### src/rtl/oled_frame_sequencer.sv
// SSD1306 panel sequencer: hardware reset pulse, fixed init command stream, then
// full-frame page/column streaming, handshaking one byte at a time with spiMaster.
module oled_frame_sequencer #(
  parameter int unsigned RST_CYCLES = 1_000_000,
  parameter int unsigned PAGES      = 8,
  parameter int unsigned COLS       = 128
) (
  input  logic       clk,
  input  logic       reset_n,
  input  logic       frame_req,
  output logic [9:0] fb_addr,
  input  logic [7:0] fb_data,
  input  logic       spi_send_done,
  output logic [7:0] spi_data_out,
  output logic       dc_in,
  output logic       spi_send,
  output logic       oled_res_n,
  output logic       init_done,
  output logic       busy
);

  localparam int unsigned CNT_W    = $clog2(RST_CYCLES + 1);
  localparam int unsigned IDX_W    = 5;
  localparam int unsigned COL_W    = 7;
  localparam int unsigned PG_W     = 3;
  localparam int unsigned INIT_LEN = 25;

  typedef enum logic [2:0] {
    ST_RST_LOW,
    ST_RST_WAIT,
    ST_INIT,
    ST_IDLE,
    ST_FRAME
  } top_e;

  typedef enum logic [1:0] {
    B_ADDR,
    B_LOAD,
    B_SEND,
    B_DRAIN
  } byte_e;

  top_e             top_q, top_d;
  byte_e            sub_q, sub_d;
  logic [CNT_W-1:0] cnt_q, cnt_d;
  logic [IDX_W-1:0] idx_q, idx_d;
  logic [COL_W-1:0] col_q, col_d;
  logic [PG_W-1:0]  page_q, page_d;
  logic             data_ph_q, data_ph_d;
  logic             pending_q, pending_d;
  logic             done_sync_q, done_sync_d;
  logic             done_prev_q, done_prev_d;
  logic             spi_send_q, spi_send_d;
  logic [7:0]       spi_data_q, spi_data_d;
  logic             dc_q, dc_d;
  logic             oled_res_n_q, oled_res_n_d;
  logic             init_done_q, init_done_d;
  logic             busy_q, busy_d;
  logic [9:0]       fb_addr_q, fb_addr_d;
  logic             done_rise_c;
  logic [7:0]       page_cmd_c;

  // SSD1306 power-up command list
  function automatic logic [7:0] init_rom(input logic [IDX_W-1:0] i);
    case (i)
      5'd0:    return 8'hAE;
      5'd1:    return 8'hD5;
      5'd2:    return 8'h80;
      5'd3:    return 8'hA8;
      5'd4:    return 8'h3F;
      5'd5:    return 8'hD3;
      5'd6:    return 8'h00;
      5'd7:    return 8'h40;
      5'd8:    return 8'h8D;
      5'd9:    return 8'h14;
      5'd10:   return 8'h20;
      5'd11:   return 8'h02;
      5'd12:   return 8'hA1;
      5'd13:   return 8'hC8;
      5'd14:   return 8'hDA;
      5'd15:   return 8'h12;
      5'd16:   return 8'h81;
      5'd17:   return 8'hCF;
      5'd18:   return 8'hD9;
      5'd19:   return 8'hF1;
      5'd20:   return 8'hDB;
      5'd21:   return 8'h40;
      5'd22:   return 8'hA4;
      5'd23:   return 8'hA6;
      5'd24:   return 8'hAF;
      default: return 8'h00;
    endcase
  endfunction

  assign done_rise_c = done_sync_q & ~done_prev_q;

  always_comb begin
    case (idx_q[1:0])
      2'd0:    page_cmd_c = 8'hB0 + 8'(page_q);
      2'd1:    page_cmd_c = 8'h00;
      default: page_cmd_c = 8'h10;
    endcase
  end

  always_comb begin
    top_d        = top_q;
    sub_d        = sub_q;
    cnt_d        = cnt_q;
    idx_d        = idx_q;
    col_d        = col_q;
    page_d       = page_q;
    data_ph_d    = data_ph_q;
    pending_d    = pending_q | frame_req;
    done_sync_d  = spi_send_done;
    done_prev_d  = done_sync_q;
    spi_send_d   = spi_send_q;
    spi_data_d   = spi_data_q;
    dc_d         = dc_q;
    oled_res_n_d = oled_res_n_q;
    init_done_d  = init_done_q;

    case (top_q)
      ST_RST_LOW: begin
        oled_res_n_d = 1'b0;
        if (cnt_q == CNT_W'(RST_CYCLES - 1)) begin
          cnt_d        = '0;
          oled_res_n_d = 1'b1;
          top_d        = ST_RST_WAIT;
        end else begin
          cnt_d = cnt_q + CNT_W'(1);
        end
      end
      ST_RST_WAIT: begin
        if (cnt_q == CNT_W'(RST_CYCLES - 1)) begin
          cnt_d = '0;
          top_d = ST_INIT;
          sub_d = B_ADDR;
          idx_d = '0;
        end else begin
          cnt_d = cnt_q + CNT_W'(1);
        end
      end
      ST_IDLE: begin
        if (pending_q) begin
          pending_d = 1'b0;
          top_d     = ST_FRAME;
          sub_d     = B_ADDR;
          idx_d     = '0;
          col_d     = '0;
          page_d    = '0;
          data_ph_d = 1'b0;
        end
      end
      default: begin
        // ADDR gives the framebuffer its read cycle before LOAD captures fb_data
        case (sub_q)
          B_ADDR: sub_d = B_LOAD;
          B_LOAD: begin
            spi_send_d = 1'b1;
            sub_d      = B_SEND;
            if (top_q == ST_INIT) begin
              spi_data_d = init_rom(idx_q);
              dc_d       = 1'b0;
            end else if (data_ph_q) begin
              spi_data_d = fb_data;
              dc_d       = 1'b1;
            end else begin
              spi_data_d = page_cmd_c;
              dc_d       = 1'b0;
            end
          end
          B_SEND: begin
            if (done_rise_c) begin
              spi_send_d = 1'b0;
              sub_d      = B_DRAIN;
            end
          end
          default: begin
            // spi_send is already low here, so spiMaster cannot retransmit
            if (!done_sync_q) begin
              sub_d = B_ADDR;
              if (top_q == ST_INIT) begin
                if (idx_q == IDX_W'(INIT_LEN - 1)) begin
                  idx_d       = '0;
                  init_done_d = 1'b1;
                  top_d       = ST_IDLE;
                end else begin
                  idx_d = idx_q + IDX_W'(1);
                end
              end else if (!data_ph_q) begin
                if (idx_q == IDX_W'(2)) begin
                  idx_d     = '0;
                  data_ph_d = 1'b1;
                end else begin
                  idx_d = idx_q + IDX_W'(1);
                end
              end else if (col_q == COL_W'(COLS - 1)) begin
                col_d     = '0;
                data_ph_d = 1'b0;
                if (page_q == PG_W'(PAGES - 1)) begin
                  page_d = '0;
                  top_d  = ST_IDLE;
                end else begin
                  page_d = page_q + PG_W'(1);
                end
              end else begin
                col_d = col_q + COL_W'(1);
              end
            end
          end
        endcase
      end
    endcase

    busy_d    = (top_d != ST_IDLE);
    fb_addr_d = {page_d, col_d};
  end

  always_ff @(posedge clk or negedge reset_n) begin
    if (!reset_n) begin
      top_q        <= ST_RST_LOW;
      sub_q        <= B_ADDR;
      cnt_q        <= '0;
      idx_q        <= '0;
      col_q        <= '0;
      page_q       <= '0;
      data_ph_q    <= 1'b0;
      pending_q    <= 1'b0;
      done_sync_q  <= 1'b0;
      done_prev_q  <= 1'b0;
      spi_send_q   <= 1'b0;
      spi_data_q   <= 8'h00;
      dc_q         <= 1'b0;
      oled_res_n_q <= 1'b0;
      init_done_q  <= 1'b0;
      busy_q       <= 1'b1;
      fb_addr_q    <= '0;
    end else begin
      top_q        <= top_d;
      sub_q        <= sub_d;
      cnt_q        <= cnt_d;
      idx_q        <= idx_d;
      col_q        <= col_d;
      page_q       <= page_d;
      data_ph_q    <= data_ph_d;
      pending_q    <= pending_d;
      done_sync_q  <= done_sync_d;
      done_prev_q  <= done_prev_d;
      spi_send_q   <= spi_send_d;
      spi_data_q   <= spi_data_d;
      dc_q         <= dc_d;
      oled_res_n_q <= oled_res_n_d;
      init_done_q  <= init_done_d;
      busy_q       <= busy_d;
      fb_addr_q    <= fb_addr_d;
    end
  end

  assign fb_addr      = fb_addr_q;
  assign spi_data_out = spi_data_q;
  assign dc_in        = dc_q;
  assign spi_send     = spi_send_q;
  assign oled_res_n   = oled_res_n_q;
  assign init_done    = init_done_q;
  assign busy         = busy_q;

endmodule

### config.mk
export PLATFORM = sky130hd
export DESIGN_NAME = oled_frame_sequencer
export DESIGN_NICKNAME = d
export VERILOG_FILES = /design/src/rtl/oled_frame_sequencer.sv
export SDC_FILE = /design/constraint.sdc
export NUM_CORES = 1
export LEC_CHECK = 0
export CAP_MARGIN = 20
export CORE_MARGIN = 2
export CORE_UTILIZATION = 50
export DETAILED_ROUTE_END_ITERATION = 6
export PLACE_DENSITY = 0.72
export SLEW_MARGIN = 20
export SYNTH_ARGS = -nofsm -noshare
export SYNTH_HDL_FRONTEND = slang
export SYNTH_SLANG_ARGS = --single-unit
### constraint.sdc
create_clock -name clk -period 2.2 [get_ports clk]
set_input_delay 0.44 -clock clk [delete_from_list [all_inputs] [get_ports clk]]
set_output_delay 0.44 -clock clk [all_outputs]
set_load 0.03 [all_outputs]
=== Yosys cells after proc, flatten, opt, wreduce, memory -nomap -nowiden ===
Memories as Yosys holds them, arrays and structs flattened.
Index checks and enable logic that the tools add are counted.

* Bitwise logic cells: 8
* Mux-type cells: 60
* Equality and inequality tests: 23
* Reduce and logical (&&, ||, !) cells: 13
* Add/sub/neg operators: 5

{| class="wikitable"
|+ Operators by type and width
! operator !! count
|-
| $mux 3 || 17
|-
| $mux 7 || 6
|-
| $mux 5 || 8
|-
| $add 20x1->20 const B || 1
|-
| $eq 20x20->1 const B || 1
|-
| $mux 20 || 1
|-
| $mux 8 || 2
|-
| $pmux 8 s2 || 1
|-
| $pmux 5 s3 || 1
|-
| $reduce_and 5->1 || 3
|-
| $pmux 7 s2 || 1
|-
| $mux 1 || 13
|-
| $pmux 2 s3 || 2
|-
| $pmux 3 s3 || 1
|-
| $add 8x3->8 const A || 1
|-
| $mux 2 || 4
|-
| $add 7x1->7 const B || 1
|-
| $eq 7x7->1 const B || 1
|-
| $eq 3x2->1 const B || 2
|-
| $ne 2x1->1 const B || 3
|-
| $ne 2x2->1 const B || 3
|-
| $ne 3x1->1 const B || 2
|-
| $ne 6x1->1 const B || 1
|-
| $not 1->1 || 6
|-
| other kinds (23) || 27
|}

* Output and inout port bits: 23
* Input port bits: 12
* Memory bits (read-only): 256
* Logic and storage cells: 127
* Memories: 1
* Flip-flop bits (word level): 67

{| class="wikitable"
|+ Memories
! name !! depth !! width !! read ports !! clocked after memory_dff !! write ports !! RTL line !! RTL
|-
| (name not given) || 32 || 8 || 1 || 0 || 0 || 65 || <nowiki>case (i)</nowiki>
|}

=== Logic depth before layout (Yosys ltp) ===
Gate-level depths: netlist of the first run.

* Depth after elaboration: 9
* Gate-level depth with buffers: 8
* Gate-level depth less buffers: 7

=== Least setup slack after synthesis of the first run ===
OpenSTA, ideal clock, no wires.

* Path type: reg2reg
* Start point: register idx_q[1]
* End point: register spi_data_q[2], in the netlist spi_data_out[2]
* Period minus slack after synthesis: 1.939 ns
* Required time: 2.104 ns
* Arrival time: 1.843 ns
* Buffers on the path: 2
* Setup slack: 0.261 ns
* Cell stages (with the launch flop): 9
* Library setup time: 0.096 ns
* Cells stage by stage: dfrtp_1 > clkbuf_1 > inv_1 > ha_1 > clkbuf_1 > o21ai_0 > a311oi_1 > a211oi_1 > o31ai_1

* Longest elaborated chain between the ends: 4
* Elaborated cells between the ends (all ways): 6
* Classes of those cells: eq/ne: 1; mux: 3; reduce/logical: 1; memory: 1

{| class="wikitable"
|+ Ends and longest elaborated chain
! element !! RTL line !! RTL
|-
| start, declared || 46 || <nowiki>logic [IDX_W-1:0] idx_q, idx_d;</nowiki>
|-
| start signal, assigned || 242 || <nowiki>idx_q <= idx_d;</nowiki>
|-
| branches (longest 3 deep; another with $mem_v2 32x8) || - ||
|-
| $mux 8 (*) || 161 || <nowiki>if (top_q == ST_INIT) begin</nowiki>
|-
| end signal, assigned || 250 || <nowiki>spi_data_q <= spi_data_d;</nowiki>
|-
| end, declared || 54 || <nowiki>logic [7:0] spi_data_q, spi_data_d;</nowiki>
|}

Every way passes the cells marked *.
A chain may end at the register's enable or synchronous reset.

=== Worst setup path after layout of the first run ===
* Start point: register idx_q[0]
* End point: register idx_q[2]

* Longest elaborated chain between the ends: 7
* Elaborated cells between the ends (all ways): 10
* Classes of those cells: add/sub: 1; eq/ne: 2; mux: 7

{| class="wikitable"
|+ Ends and longest elaborated chain
! element !! RTL line !! RTL
|-
| $add 5x1->5 or $eq 5x2->1 (tied branches) || 188, 195, 191 ||
|-
| $mux 5 || 191 || <nowiki>if (idx_q == IDX_W'(2)) begin</nowiki>
|-
| $mux 5 || 190 || <nowiki>end else if (!data_ph_q) begin</nowiki>
|-
| $mux 5 (*) || 182 || <nowiki>if (top_q == ST_INIT) begin</nowiki>
|-
| $mux 5 (*) || 180 || <nowiki>if (!done_sync_q) begin</nowiki>
|-
| $mux 5 (*) || 156 || <nowiki>case (sub_q)</nowiki>
|-
| $pmux 5 s3 (*) || 122 || <nowiki>case (top_q)</nowiki>
|}

Every way passes the cells marked *; elsewhere a longest branch is shown, timed or not. The select of a mux whose other input is x is not followed.

==> results of run 1 <==
## cell type report
cell class,instances,area share
timing repair buffer,52,0.114
clock inverter,5,0.0130
clock buffer,11,0.0366
sequential,57,0.345
multi-input combinational,288,0.454
inverter,14,0.0127
tap,80,0.0242
## worst reg2reg max path: cells and delay by family (launching register included)
| family | cells | cell delay (ns) |
|---|---|---|
| AOI/OAI and AO/OA | 2 | 0.21 |
| adders and majority gates | 1 | 0.19 |
| DFF | 1 | 0.45 |
| buffers and inverters | 1 | 0.18 |
| and+or+nand+nor | 2 | 0.59 |
| muxes | 1 | 0.31 |
## routing by layer
metal / vias up / GRT usage / part of all wire
li1: 1477 / - / -
met1: 1433 / 0.291 / 0.48
met2: 75 / 0.344 / 0.47
met3: 9 / 0.0457 / 0.040
met4: 0 / 0.0767 / 0.013
met5: - / 0 / 0
## timing repair
item                                    CTS  global route
gates resized for setup                   0             2
hold buffers                              1             0
hold endpoints to repair                  1             0
endpoints found under the setup margin    0             4
buffers inserted                          0             0
## per-stage QoR
step	instance area (µm²)	power (µW)	worst slack, ns
final	4140	2080	0.149
after detailed placement	3920	1120	0.162
after CTS	4130	2110	0.143
after global routing	4140	2170	0.0123
after global placement	3920	1120	0.232
after floorplan	3420	1070	0.261
## synth_stat cells, types with 5 or more instances
cell      instances
a21oi_1          11
nand2_1          48
nor2_1           24
inv_1            14
clkbuf_1         13
o21ai_0          32
nand4_1           7
a211oi_1          5
nand2b_1          8
xnor2_1           7
nand3_1          27
dfrtp_1          56
nor3_1            8
o211ai_1          7
xor2_1           12
ha_1             15
o31ai_1           6
## final timing paths
path                                 startpoint         endpoint  slack, ns  cells past startpoint
worst max register to register         idx_q[0]         idx_q[2]       0.15                      7
max in group asynchronous               reset_n         cnt_q[5]       1.16                      3
worst min-delay path                    reset_n        async pin       0.42                      2
worst max-delay path                   idx_q[0]         idx_q[2]       0.15                      7
worst min register to register  spi_data_out[3]  spi_data_out[3]       0.48                      2
min in group clk                spi_data_out[3]  spi_data_out[3]       0.48                      2
## report_power, final
group          leakage, µW  total, µW  switching (µW)  internal [µW]
Combinational     0.000917       44.6            23.6           21.0
Clock             0.000109        986             406            580
Sequential        0.000727       1050            1.94           1050
## cell families after synthesis
kind of cell    count (synthesis)  share of synthesized area
compound gates                 94                      0.191
xor+xnor                       19                     0.0487
fa+ha+maj                      15                     0.0549
buf+inv                        30                     0.0340
flops                          57                      0.418
mux                             4                     0.0161
simple gates                  156                      0.238
==> out/results.txt, run 1 <==
Fmax = 0.488 GHz
Largest net degree at the start of global routing = 37
Worst Max-Slew Pin Slew = 0.646 ns
Wire length per cell = 15.0 µm
Total GRT Usage = 0.216
Congestion Overflow GR = 0
CP Launch Type = flop
Worst hold path class = primary input to async pin
Synthesis Warnings = 0
Clk slew on worst S/H paths = 0.07 ns
Leak Pwr = 0.00175 µW
Final non-filler cell total = 507
Number of enable flip-flop cells after synthesis = 0
Initial antenna violation count = 0
Hold WS = 0.421 ns
Worst-path cell chain = inv_1, ha_1, or4b_1, mux2_2, nand3_1, o22a_1, o21ai_0
Library cells used by synthesis = 61
Setup TNS = 0 ns
Die Area = 7510 µm²
Area leader, netlist = dfrtp_1
Relative slew slack = 0.567
Final wirelength = 7610 µm
Share of cells above drive strength 1 = 0.112
PwrDens = 503 nW/µm²
Commonest non-fill, non-tap cell in the layout = dfrtp_1
WP buf/inv = 1
Maximum vdd drop = 0.357 mV
Post-DP HPWL = 5530 µm
Die width = 86.7 µm
Number of global-route vias before repair = 2722
DR vias/cell = 5.91
Num CTS Buffers = 9
Via Count = 2994
Cells after Synth = 375
Layout filler cell count = 572
Crit. End Element = flop
Clk sinks = 57
First drt pass iteration count = 4
CP arrival = 2.25 ns
Register area = 1430 µm²
Cell Area, Synth = 3420 µm²
GP Congestion = 0.932
CP max FO = 7
Worst skew pair latency = 0.33 ns
Largest stage delay on the critical path = 0.47 ns
Status = complete, no violations
Commonest cells after routing, fill and taps aside = 56 x dfrtp_1, 48 x nand2_1, 33 x clkdlybuf4s50_1
Clock skew = 0.00716 ns
#FFs+latches synth = 57
Period utilization = 0.932
Crit Path Class = flop to flop
Nets@finish = 449
Core area = 6720 µm²
Delay-heaviest family, CP = simple AND/OR/NAND/NOR gates
CTS tree = built
I/O Pins = 35
1st-iter DRT viols = 187
Slew Viols, Final = 0
Clock Path Buffers = 2
Max-cap violations = 0
Hold Vio Cnt, Final = 0
First-pass GRT wire length = 12900 µm
Initial cell density of the core = 0.509
Die height = 86.7 µm
RSZ-0062 raised after global routing = false
Crit-path slowest cell = or4b_1
Final min period = 2.05 ns
Sequential area share after synthesis = 0.418
Syn avg cell area = 9.12 µm²
P&R area growth vs syn = 21.0%
Syn_nets = 402
Worst Path Required = 2.40 ns
H-tree depth = 3
Top cell type's share of synthesized area = 0.410
Final setup viols = 0
Std cell rows = 30
# port buffers = 34
Multi-input gate area = 1880 µm²
DP Cell Count = 490
Synth Flop Type = dfrtp_1
DR DRC count = 0
Ranking of synthesized cells by area = dfrtp_1 41%, ha_1 5.5%, nand2_1 5.3%, o21ai_0 4.7%, nand3_1 4.0%
Antenna viol nets, final = 0
Fin util = 0.616
Asr flop ratio synth = 1.00
CTS root buffer = clkbuf_8
# diodes = 0
Note: power is estimated with default switching activity, not from simulation.
==> run 2: changes to the inputs <==
--- a/config.mk
+++ b/config.mk
@@ -8,9 +8,11 @@
 export CAP_MARGIN = 20
 export CORE_MARGIN = 2
 export CORE_UTILIZATION = 50
+export CTS_BUF_LIST = sky130_fd_sc_hd__clkbuf_16
 export DETAILED_ROUTE_END_ITERATION = 6
 export PLACE_DENSITY = 0.72
 export SLEW_MARGIN = 20
 export SYNTH_ARGS = -nofsm -noshare
 export SYNTH_HDL_FRONTEND = slang
 export SYNTH_SLANG_ARGS = --single-unit
+export TNS_END_PERCENT = 30
==> run 2 against run 1 <==
Clock power grew 35%. Routed wire length grew 2.7%. Largest power group is now the clock network. Non-clock buffer count is the same. Worst hold slack gained 0.013 ns. Sequential power is essentially flat. Utilization grew 1.2 points. Sequential share of layout area shrank 0.64 points. Largest cell class unchanged. Die area is the same.
==> out/results.txt, run 2 (synthesis gave the netlist of run 1 again) <==
Total GRT Usage = 0.218
H-tree depth = 3
Die width = 86.7 µm
Num CTS Buffers = 9
I/O Pins = 35
Crit. End Element = flop
CP Launch Type = flop
Initial antenna violation count = 0
First-pass GRT wire length = 13000 µm
Period utilization = 0.934
Core area = 6720 µm²
Die Area = 7510 µm²
Setup TNS = 0 ns
Relative slew slack = 0.569
Congestion Overflow GR = 0
CTS tree = built
CTS root buffer = clkbuf_16
Post-DP Area = 3920 µm²
DR vias/cell = 5.96
Leak Pwr = 0.00179 µW
Std cell rows = 30
Fin util = 0.628
# port buffers = 34
Met1 Usage GRT = 0.292
Slew Viols, Final = 0
Max-cap violations = 0
Nets@finish = 449
Clock Path Buffers = 2
Setup bufs post-CTS = 0
Post-DP HPWL = 5530 µm
Die height = 86.7 µm
Maximum vdd drop = 0.400 mV
Fmax = 0.487 GHz
P&R area growth vs syn = 23.4%
1st-iter DRT viols = 217
PwrDens = 576 nW/µm²
RSZ-0062 raised after global routing = false
GR peak layer = met2
Clock skew = 0.00611 ns
Final wirelength = 7810 µm
Worst R2R Path Depth = 7
Worst hold path class = primary input to async pin
Hold WS = 0.433 ns
Worst Path Required = 2.39 ns
Largest net degree at the start of global routing = 37
Final min period = 2.06 ns
# diodes = 0
Worst skew pair latency = 0.32 ns
Number of global-route vias before repair = 2685
CP arrival = 2.25 ns
Share of cells above drive strength 1 = 0.105
Clk sinks = 57
DR DRC count = 0
Initial cell density of the core = 0.509
Reg-to-reg setup timing slack = 0.14 ns
Commonest cells after routing, fill and taps aside = 56 x dfrtp_1, 48 x nand2_1, 33 x clkdlybuf4s50_1
GP Congestion = 0.932
Worst Max-Slew Pin Slew = 0.642 ns
CP max FO = 7
Commonest non-fill, non-tap cell in the layout = dfrtp_1
Status = complete, no violations
Fin area = 4220 µm²
Wire length per cell = 15.4 µm
M3 GR Usage = 0.0543
Hold Vio Cnt, Final = 0
Antenna viol nets, final = 0
First drt pass iteration count = 4
Clk slew on worst S/H paths = 0.05 ns
Final setup viols = 0
Crit Path Class = flop to flop
Via Count = 3022
GR Util met2 = 0.350
Layout filler cell count = 570
-- run 2: cell types whose count changed in the layout (fill, tap and decap cells not counted) --
cell,delta
nor2_2,-1
clkinv_1,+2
nor2_1,+1
clkbuf_16,+9
clkbuf_8,-11
-- run 2: timing repair --
action,4_1_cts,5_1_grt
endpoints found under the setup margin,0,3
resized for setup,0,1
endpoints found under the hold margin,1,0
hold buffers,1,0
-- run 2: path summary, 6_finish.rpt --
path | startpoint | endpoint
worst min register to register | spi_data_out[3] | spi_data_out[3]
worst max register to register | idx_q[0] | idx_q[2]
worst max-delay path | idx_q[0] | idx_q[2]
min in group clk | spi_data_out[3] | spi_data_out[3]
max in group asynchronous | reset_n | cnt_q[5]
worst min-delay path | reset_n | async pin
-- run 2: metal layers --
| metal | share of wire | wire (µm) |
|---|---|---|
| met4 | 0.0093 | 73 |
| met2 | 0.48 | 3750 |
| met1 | 0.46 | 3630 |
| met3 | 0.046 | 362 |
| met5 | 0 | 0 |
-- run 2: cell type report --
type	instances	area, µm²	share of cell area
inverter	14	52.6	0.0125
clock inverter	7	61.3	0.0145
clock buffer	9	225	0.0534
sequential	57	1430	0.339
multi-input combinational	288	1880	0.445
tap	80	100	0.0237
timing repair buffer	52	473	0.112
-- run 2: metrics by stage --
stage	instances	power, µW	worst slack [ns]
after floorplan	375	1070	0.261
after global placement	490	1120	0.232
after detailed placement	490	1120	0.162
after CTS	507	2440	0.108
after global routing	507	2510	0.0112
final	507	2430	0.145
-- run 2: where the power goes --
part           leakage [µW]  switching, µW  internal [µW]
clock              0.000144            466            862
sequential         0.000727           1.93           1050
combinational      0.000917           23.8           21.0
total               0.00179            492           1940
-- run 2: worst max-delay path: stages (launching register included) --
cell and delay, ns:
dfrtp_1 0.45, inv_1 0.18, ha_1 0.19, or4b_1 0.47, mux2_2 0.31, nand3_1 0.12, o22a_1 0.14, o21ai_0 0.07
==> run 3: changes to the inputs <==
--- a/config.mk
+++ b/config.mk
@@ -10,7 +10,7 @@
 export CORE_UTILIZATION = 50
 export CTS_BUF_LIST = sky130_fd_sc_hd__clkbuf_16
 export DETAILED_ROUTE_END_ITERATION = 6
-export PLACE_DENSITY = 0.72
+export DONT_BUFFER_PORTS = 1
 export SLEW_MARGIN = 20
 export SYNTH_ARGS = -nofsm -noshare
 export SYNTH_HDL_FRONTEND = slang
==> run 3 against run 2 <==
Global-route usage is 1.2 points higher. First-iteration DRC count down 29%. Die area is the same. Worst setup slack improved by 0.024 ns. Largest power group unchanged. Count of clock-buffer cells in the layout stayed put. Critical endpoint unchanged. Routed wire length increased by 2.3%.
==> out/results.txt, run 3 (synthesis gave the netlist of run 1 again) <==
DR DRC count = 0
Clock skew = 0.00867 ns
Register area = 1430 µm²
GP Congestion = 0.826
Std cell rows = 30
Wire length per cell = 16.7 µm
CP Launch Type = flop
Number of global-route vias before repair = 2795
Worst skew pair latency = 0.32 ns
DR vias/cell = 6.07
Hold worst-path end = done_prev_d
Commonest cells after routing, fill and taps aside = 55 x dfrtp_1, 48 x nand2_1, 32 x o21ai_0
Critical R2R Launch = idx_q[0]
Layout filler cell count = 602
Initial antenna violation count = 0
Relative slew slack = 0.702
Commonest non-fill, non-tap cell in the layout = dfrtp_1
CP arrival = 2.22 ns
Via Count = 2907
Final Total Pwr = 2280 µW
Die width = 86.7 µm
Final wirelength = 7990 µm
Crit Path Class = flop to flop
Worst hold path class = primary input to flop
Worst Path Required = 2.39 ns
Leak Pwr = 0.00169 µW
Slew Viols, Final = 0
Hold Vio Cnt, Final = 0
Max-cap violations = 0
Reg-to-reg setup timing slack = 0.17 ns
Clk slew on worst S/H paths = 0.05 ns
Worst R2R Path Depth = 7
Share of cells above drive strength 1 = 0.123
# diodes = 0
Post-DP HPWL = 5650 µm
First-pass GRT wire length = 13500 µm
Period utilization = 0.923
First drt pass iteration count = 6
I/O Pins = 35
Status = complete, no violations
P&R area growth vs syn = 14.5%
Initial cell density of the core = 0.509
Total GRT Usage = 0.230
1st-iter DRT viols = 154
Multi-input gate area = 1870 µm²
H-tree depth = 3
Num CTS Buffers = 9
Core area = 6720 µm²
CTS root buffer = clkbuf_16
CP max FO = 7
Setup bufs post-CTS = 0
Die height = 86.7 µm
Setup TNS = 0 ns
Clock Path Buffers = 2
Hold wc startpoint = spi_send_done
RSZ-0062 raised after global routing = false
PwrDens = 583 nW/µm²
Fmax = 0.492 GHz
Maximum vdd drop = 0.411 mV
Congestion Overflow GR = 0
Worst Max-Slew Pin Slew = 0.446 ns
# port buffers = 0
Crit. End Element = flop
Clk sinks = 57
Final min period = 2.03 ns
RR Endpoint = idx_q[2]
Die Area = 7510 µm²
Nets@finish = 421
WHS Path Cells = 0
Antenna viol nets, final = 0
Largest net degree at the start of global routing = 58
Final setup viols = 0
CTS tree = built
==> run 3: cell types whose count changed in the layout (fill, tap and decap cells not counted), sizes merged <==
| cell | previous run | this run |
|---|---|---|
| buf | 18 | 23 |
| bufinv | 1 | 0 |
| clkdlybuf4s50 | 33 | 0 |
| clkinv | 6 | 5 |
| inv | 14 | 16 |
==> run 3: power by group <==
| part | internal [µW] | leakage (µW) | switching (µW) |
|---|---|---|---|
| logic | 7.74 | 0.000829 | 21.8 |
| registers | 1050 | 0.000725 | 2.36 |
| clock network | 739 | 0.000139 | 461 |
==> run 3: worst max path at each step <==
| stage | endpoint | slack [ns] | from | depth (start not counted) |
|---|---|---|---|---|
| global placement | idx_q[2] | 0.22 | idx_q[0] | 7 |
| CTS | idx_q[3] | 0.16 | idx_q[1] | 7 |
| floorplan | spi_data_out[2] | 0.26 | idx_q[1] | 8 |
| finish | idx_q[2] | 0.17 | idx_q[0] | 7 |
| detailed placement | idx_q[2] | 0.18 | idx_q[0] | 7 |
| global route | idx_q[2] | 0.04 | idx_q[0] | 7 |
==> run 3: metrics by stage <==
stage          instance area (µm²)  worst slack (ns)  hold WS, ns  instances  utilization
4_1_cts                       3910             0.164        0.133        479        0.582
2_1_floorplan                 3420             0.261        0.144        375            -
3_5_place_dp                  3620             0.184        0.146        461        0.539
5_1_grt                       3920            0.0386        0.130        479        0.583
3_3_place_gp                  3620             0.216        0.146        461        0.539
6_report                      3920             0.169        0.148        479        0.583
==> run 3: repair_timing <==
action,CTS,global route
hold buffers,2,0
hold endpoints to repair,57,0
setup endpoints to repair,0,1
gates resized for setup,0,1
==> run 3: final cells by class <==
| class | count | area share |
|---|---|---|
| clock buffer | 9 | 0.0575 |
| inverter | 14 | 0.0134 |
| tap | 80 | 0.0256 |
| sequential | 57 | 0.365 |
| multi-input combinational | 288 | 0.479 |
| timing repair buffer | 24 | 0.0518 |
| clock inverter | 7 | 0.00799 |
==> run 3: metal layers <==
layer,up-vias,track usage,routed length [µm]
met3,12,0.0533,330
met5,-,0,0
met1,1395,0.315,3930
met2,74,0.355,3600
met4,0,0.0895,126
li1,1426,-,-
==> run 3: critical path, stage by stage (launching register included) <==
cell,delay [ns]
dfrtp_1,0.45
inv_1,0.17
ha_1,0.18
or4b_1,0.46
mux2_2,0.30
nand3_1,0.12
o22a_1,0.14
o21ai_0,0.07
